[src/rtl/pb_io_responder.sv]
// pb_io_responder: KCPSM6 port-mapped responder with GPIO, scratch, ID and an interrupting reload timer.
module pb_io_responder #(
    parameter logic [7:0] BASE_ADDR  = 8'h00,
    parameter int         PRESCALE   = 16,
    parameter logic [7:0] GPIO_RESET = 8'h00,
    parameter logic [7:0] ID_VALUE   = 8'hB1
) (
    input  logic       clk,
    input  logic       reset,
    input  logic [7:0] port_id,
    input  logic [7:0] out_port,
    input  logic       write_strobe,
    input  logic       read_strobe,
    output logic [7:0] in_port,
    output logic       interrupt,
    input  logic       interrupt_ack,
    input  logic [7:0] gpio_in,
    output logic [7:0] gpio_out
);
    typedef enum logic {S_IDLE, S_ASSERT} irq_state_t;
    localparam logic [15:0] PRE_LAST = 16'(PRESCALE - 1);
    irq_state_t irq_q, irq_d;
    logic [7:0] in_port_q, in_port_d, gpio_out_q, gpio_out_d, reload_q, reload_d;
    logic [7:0] count_q, count_d, scratch_q, scratch_d;
    logic [15:0] sync_q, sync_d, pre_q, pre_d;
    logic ten_q, ten_d, ien_q, ien_d, exp_q, exp_d, interrupt_q, interrupt_d;
    logic [2:0] off;
    logic hit, wr, rd, ctrl_wr, tick, expire, ten_rise, ien_clr, status_clr;
    always_comb begin
        off = port_id[2:0];
        hit = port_id[7:3] == BASE_ADDR[7:3];
        wr = write_strobe && hit;
        rd = read_strobe && hit;
        ctrl_wr = wr && off == 3'd3;
        tick = ten_q && pre_q == PRE_LAST;
        expire = tick && count_q == 8'd0;
        ten_rise = ctrl_wr && out_port[0] && !ten_q;
        ien_clr = ctrl_wr && !out_port[1];
        status_clr = off == 3'd4 && (rd || (wr && out_port[0]));
        sync_d = {sync_q[7:0], gpio_in};
        gpio_out_d = (wr && off == 3'd0) ? out_port : gpio_out_q;
        reload_d = (wr && off == 3'd2) ? out_port : reload_q;
        scratch_d = (wr && off == 3'd6) ? out_port : scratch_q;
        ten_d = ctrl_wr ? out_port[0] : ten_q;
        ien_d = ctrl_wr ? out_port[1] : ien_q;
        // Prescaler only advances while enabled, so a TEN 0->1 write always starts it from zero
        pre_d = (ten_q && !tick) ? pre_q + 16'd1 : 16'd0;
        count_d = ten_rise ? reload_q : !tick ? count_q : expire ? reload_q : count_q - 8'd1;
        exp_d = expire || (exp_q && !status_clr);
        irq_d = (irq_q == S_IDLE) ? ((expire && ien_q) ? S_ASSERT : S_IDLE)
              : (ien_clr || (interrupt_ack && !expire)) ? S_IDLE : S_ASSERT;
        interrupt_d = irq_q == S_ASSERT;
        in_port_d = 8'h00;
        if (hit)
            case (off)
                3'd0: in_port_d = gpio_out_q;
                3'd1: in_port_d = sync_q[15:8];
                3'd2: in_port_d = reload_q;
                3'd3: in_port_d = {6'd0, ien_q, ten_q};
                3'd4: in_port_d = {6'd0, irq_q == S_ASSERT, exp_q};
                3'd5: in_port_d = count_q;
                3'd6: in_port_d = scratch_q;
                3'd7: in_port_d = ID_VALUE;
            endcase
    end
    always_ff @(posedge clk or posedge reset) begin
        if (reset) begin
            irq_q <= S_IDLE;
            in_port_q <= 8'h00;
            gpio_out_q <= GPIO_RESET;
            reload_q <= 8'h00;
            count_q <= 8'h00;
            scratch_q <= 8'h00;
            sync_q <= 16'h0000;
            pre_q <= 16'h0000;
            ten_q <= 1'b0;
            ien_q <= 1'b0;
            exp_q <= 1'b0;
            interrupt_q <= 1'b0;
        end else begin
            irq_q <= irq_d;
            in_port_q <= in_port_d;
            gpio_out_q <= gpio_out_d;
            reload_q <= reload_d;
            count_q <= count_d;
            scratch_q <= scratch_d;
            sync_q <= sync_d;
            pre_q <= pre_d;
            ten_q <= ten_d;
            ien_q <= ien_d;
            exp_q <= exp_d;
            interrupt_q <= interrupt_d;
        end
    end
    assign in_port = in_port_q;
    assign interrupt = interrupt_q;
    assign gpio_out = gpio_out_q;
endmodule
[config.mk]
export PLATFORM = sky130hd
export DESIGN_NAME = pb_io_responder
export DESIGN_NICKNAME = d
export VERILOG_FILES = /design/src/rtl/pb_io_responder.sv
export SDC_FILE = /design/constraint.sdc
export NUM_CORES = 1
export LEC_CHECK = 0
export CORE_MARGIN = 1.5
export CORE_UTILIZATION = 49
export CTS_BUF_LIST = sky130_fd_sc_hd__clkbuf_16
export DETAILED_ROUTE_END_ITERATION = 10
export HOLD_SLACK_MARGIN = 0.03
export PLACE_DENSITY = 0.75
export SETUP_SLACK_MARGIN = 0.15
export SYNTH_ARGS = -nofsm -noshare
export SYNTH_HDL_FRONTEND = slang
export SYNTH_SLANG_ARGS = --single-unit
export TNS_END_PERCENT = 100
[constraint.sdc]
create_clock -name clk -period 2.4 [get_ports clk]
set_clock_uncertainty 0.15 [all_clocks]
set_input_delay 0.48 -clock clk [delete_from_list [all_inputs] [get_ports clk]]
set_output_delay 0.48 -clock clk [all_outputs]
set_load 0.02 [all_outputs]
==> impl_metrics.ini <==
[status]
status = complete, no violations

[synth]
yosysWarnings = 0
seq_area_frac_synth = 0.5500
synth-seq-cells = 77
syn_avg_cell_area_um2 = 10.75
ys_types = 48
ys.flop_type = dfrtp_1
synthArstFlopShare = 1.000
syn-cell-area_mm2 = 0.003503
syn-num-nets = 358
synthCells = 326
synth_edf_count = 0

[global_routing]
track_usage = 0.2366
grt_pass1_vias = 2745
overflow = 0
grt_max_degree = 33
grt_pass1_wl_um = 13580
antenna_found_initial = 0

[route]
drt_wl_total_um = 8152
routedWlPerCell_um = 16.44
vias = 2758
drtIter0Drc = 156
viasPerCell = 5.560
first_pass_iters = 4
ant_nets = 0
drc = 0

[floorplan]
num_rows = 30
start_util = 0.5100
design.core.area_mm2 = 0.006869
io_pins = 46
die_h_um = 87.56
die_w_um = 87.56
dieArea_mm2 = 0.007666

[setup_path]
reg2reg_depth = 5
required_ns = 2.47
worst-path-buf-inv = 1
cp_top_family = simple AND/OR/NAND/NOR gates
critPathMaxStageDelay_ns = 0.58
r2r-end = count_q[4]
start_kind = input port
worstSetupEndpointType = flop
path_common_cell = or3_1
ff2ff_setup_slack_ns = 0.31
arrival_ns = 2.22
cp_slowest_cell = or3_1
cp_cell_sequence = clkdlybuf4s50_1, or3_1, or3_1, mux2_2
crit_type = input port to flop
r2r_start = pre_q[12]
cp_max_fo = 9

[pwr]
power_mw = 2.867
switchingPower_uw = 695.4
pwr-share-comb = 0.087
p_sw_frac = 0.2425
p_int_mw = 2.172
power.density_mw_per_mm2 = 635.2
p_clk_frac = 0.432
p_seq_frac = 0.481
p_leak_nw = 1.970
ir_drop_mv = 0.4883

[clock_tree]
cts.repair.resized = 0
clk_pin_slew_worst_paths_ns = 0.06
clkLatencyLatePin_ns = 0.33
numCtsBuffers = 9
holdBufCountCts = 0
post_cts_buffers = 0
cts_buffer_depth = 2
cts_sinks = 77
htree_levels = 3
cts_root_buf = clkbuf_16
cts_tree = done

[sta]
rsz0062_at_grt = true
period_minus_slack_ns = 2.147
fmax_mhz = 465.7
relSlewSlack = 0.5862
finalSetupTns_ns = 0
hold_viol = 0
tightestPinTransition_ns = 0.6194
finalCritPeriodShare = 0.8947
drv_slew = 0
setup_viol = 0

[final_layout]
layout_commonest_cell = dfrtp_1
regArea_mm2 = 0.001927
fin_nets = 427
mostFrequentLayoutCells = dfrtp_1, clkdlybuf4s50_1, nor2_1
fin_area_mm2 = 0.004514
syn_to_final_growth_pct = 28.86
antenna_cells = 0
nFillCells = 535
multi_input_area_mm2 = 0.001489
drive_gt1_frac = 0.1900

[place]
dp_hpwl_um = 5916
numPortBuffers = 45
place.gp.congestion = 0.9271
placed_cell_area_mm2 = 0.004235

[hold_path]
min_from = sync_q[2]
hold_class = flop to flop
min_path_cells = 0
min_to = sync_q[10]

[job]
drv_cap = 0
## flip-flops by register name (all words and copies together) (netlist names)
register	flops
count_q	8
exp_q	1
gpio_out	8
ien_q	1
in_port	8
interrupt	1
interrupt_d	1
pre_q	16
reload_q	8
scratch_q	8
sync_q	16
ten_q	1
## how the worst max path moves through the flow
stage | start | to | slack [ns] | cells past startpoint
6_report | port_id[4] | scratch_q[6] | 0.25 | 4
5_1_grt | count_q[1] | count_q[1] | 0.15 | 7
4_1_cts | port_id[4] | scratch_q[7] | 0.26 | 4
3_5_place_dp | port_id[4] | scratch_q[6] | -0.09 | 4
3_3_place_gp | port_id[4] | scratch_q[6] | -0.05 | 4
2_1_floorplan | port_id[4] | count_q[0] | 0.45 | 5
## metrics by stage
stage / util / setup WS (ns) / hold WS (ns) / cells
after floorplan: - / 0.4478 / 0.1812 / 326
after global placement: 0.6166 / -0.05488 / 0.1833 / 480
after detailed placement: 0.6166 / -0.09003 / 0.1872 / 480
after CTS: 0.6565 / 0.2643 / 0.2001 / 496
after global routing: 0.6572 / 0.1483 / 0.2040 / 496
final: 0.6572 / 0.2527 / 0.2017 / 496
## Yosys cell counts (4+ instances only)
cell type,instances,share of area
dfrtp_1,77,0.55
clkbuf_1,7,0.0075
mux2_2,24,0.077
xnor2_1,4,0.010
nor2b_1,8,0.014
a22oi_1,6,0.013
o21ai_0,14,0.020
nand2_1,21,0.023
nor3_1,13,0.019
a21oi_1,18,0.026
xor2_1,10,0.025
nand2b_1,5,0.0089
nor2_1,32,0.034
a221oi_1,4,0.010
nand4_1,8,0.014
and3_1,4,0.0071
nand3_1,13,0.019
inv_1,12,0.013
or3_1,4,0.0071
## power by group through the flow
stage	Clock, mW	Combinational (mW)	Sequential (mW)
6_report	1.24	0.250	1.38
5_1_grt	1.32	0.276	1.38
4_1_cts	1.26	0.252	1.38
3_5_place_dp	0	0.251	1.40
3_3_place_gp	0	0.245	1.40
2_1_floorplan	0	0.120	1.40
## cell type report
type,count,area share
Timing Repair Buffer,69,0.1452
Clock inverter,7,0.01081
Sequential cell,77,0.4268
Inverter,12,0.01081
Multi-Input combinational cell,226,0.3298
Tap cell,96,0.02661
Clock buffer,9,0.04989
## per-layer routing
layer | routed length (µm) | global-route usage | up-vias | part of all wire
met5 | 0 | 0 | - | 0
met4 | 97 | 0.07792 | 0 | 0.012
met3 | 444 | 0.05467 | 10 | 0.054
met2 | 3883 | 0.3664 | 87 | 0.48
met1 | 3727 | 0.3311 | 1358 | 0.46
li1 | - | - | 1303 | -
## logic make-up after synthesis
logic type      Yosys count  share of synthesized area
flops                    77                     0.5500
fa+ha+maj                 3                    0.01072
xor+xnor                 14                    0.03500
compound gates           61                     0.1125
buf+inv                  23                    0.02643
simple gates            123                     0.1854
mux                      25                    0.08000
(Power assumes the default switching activity.)
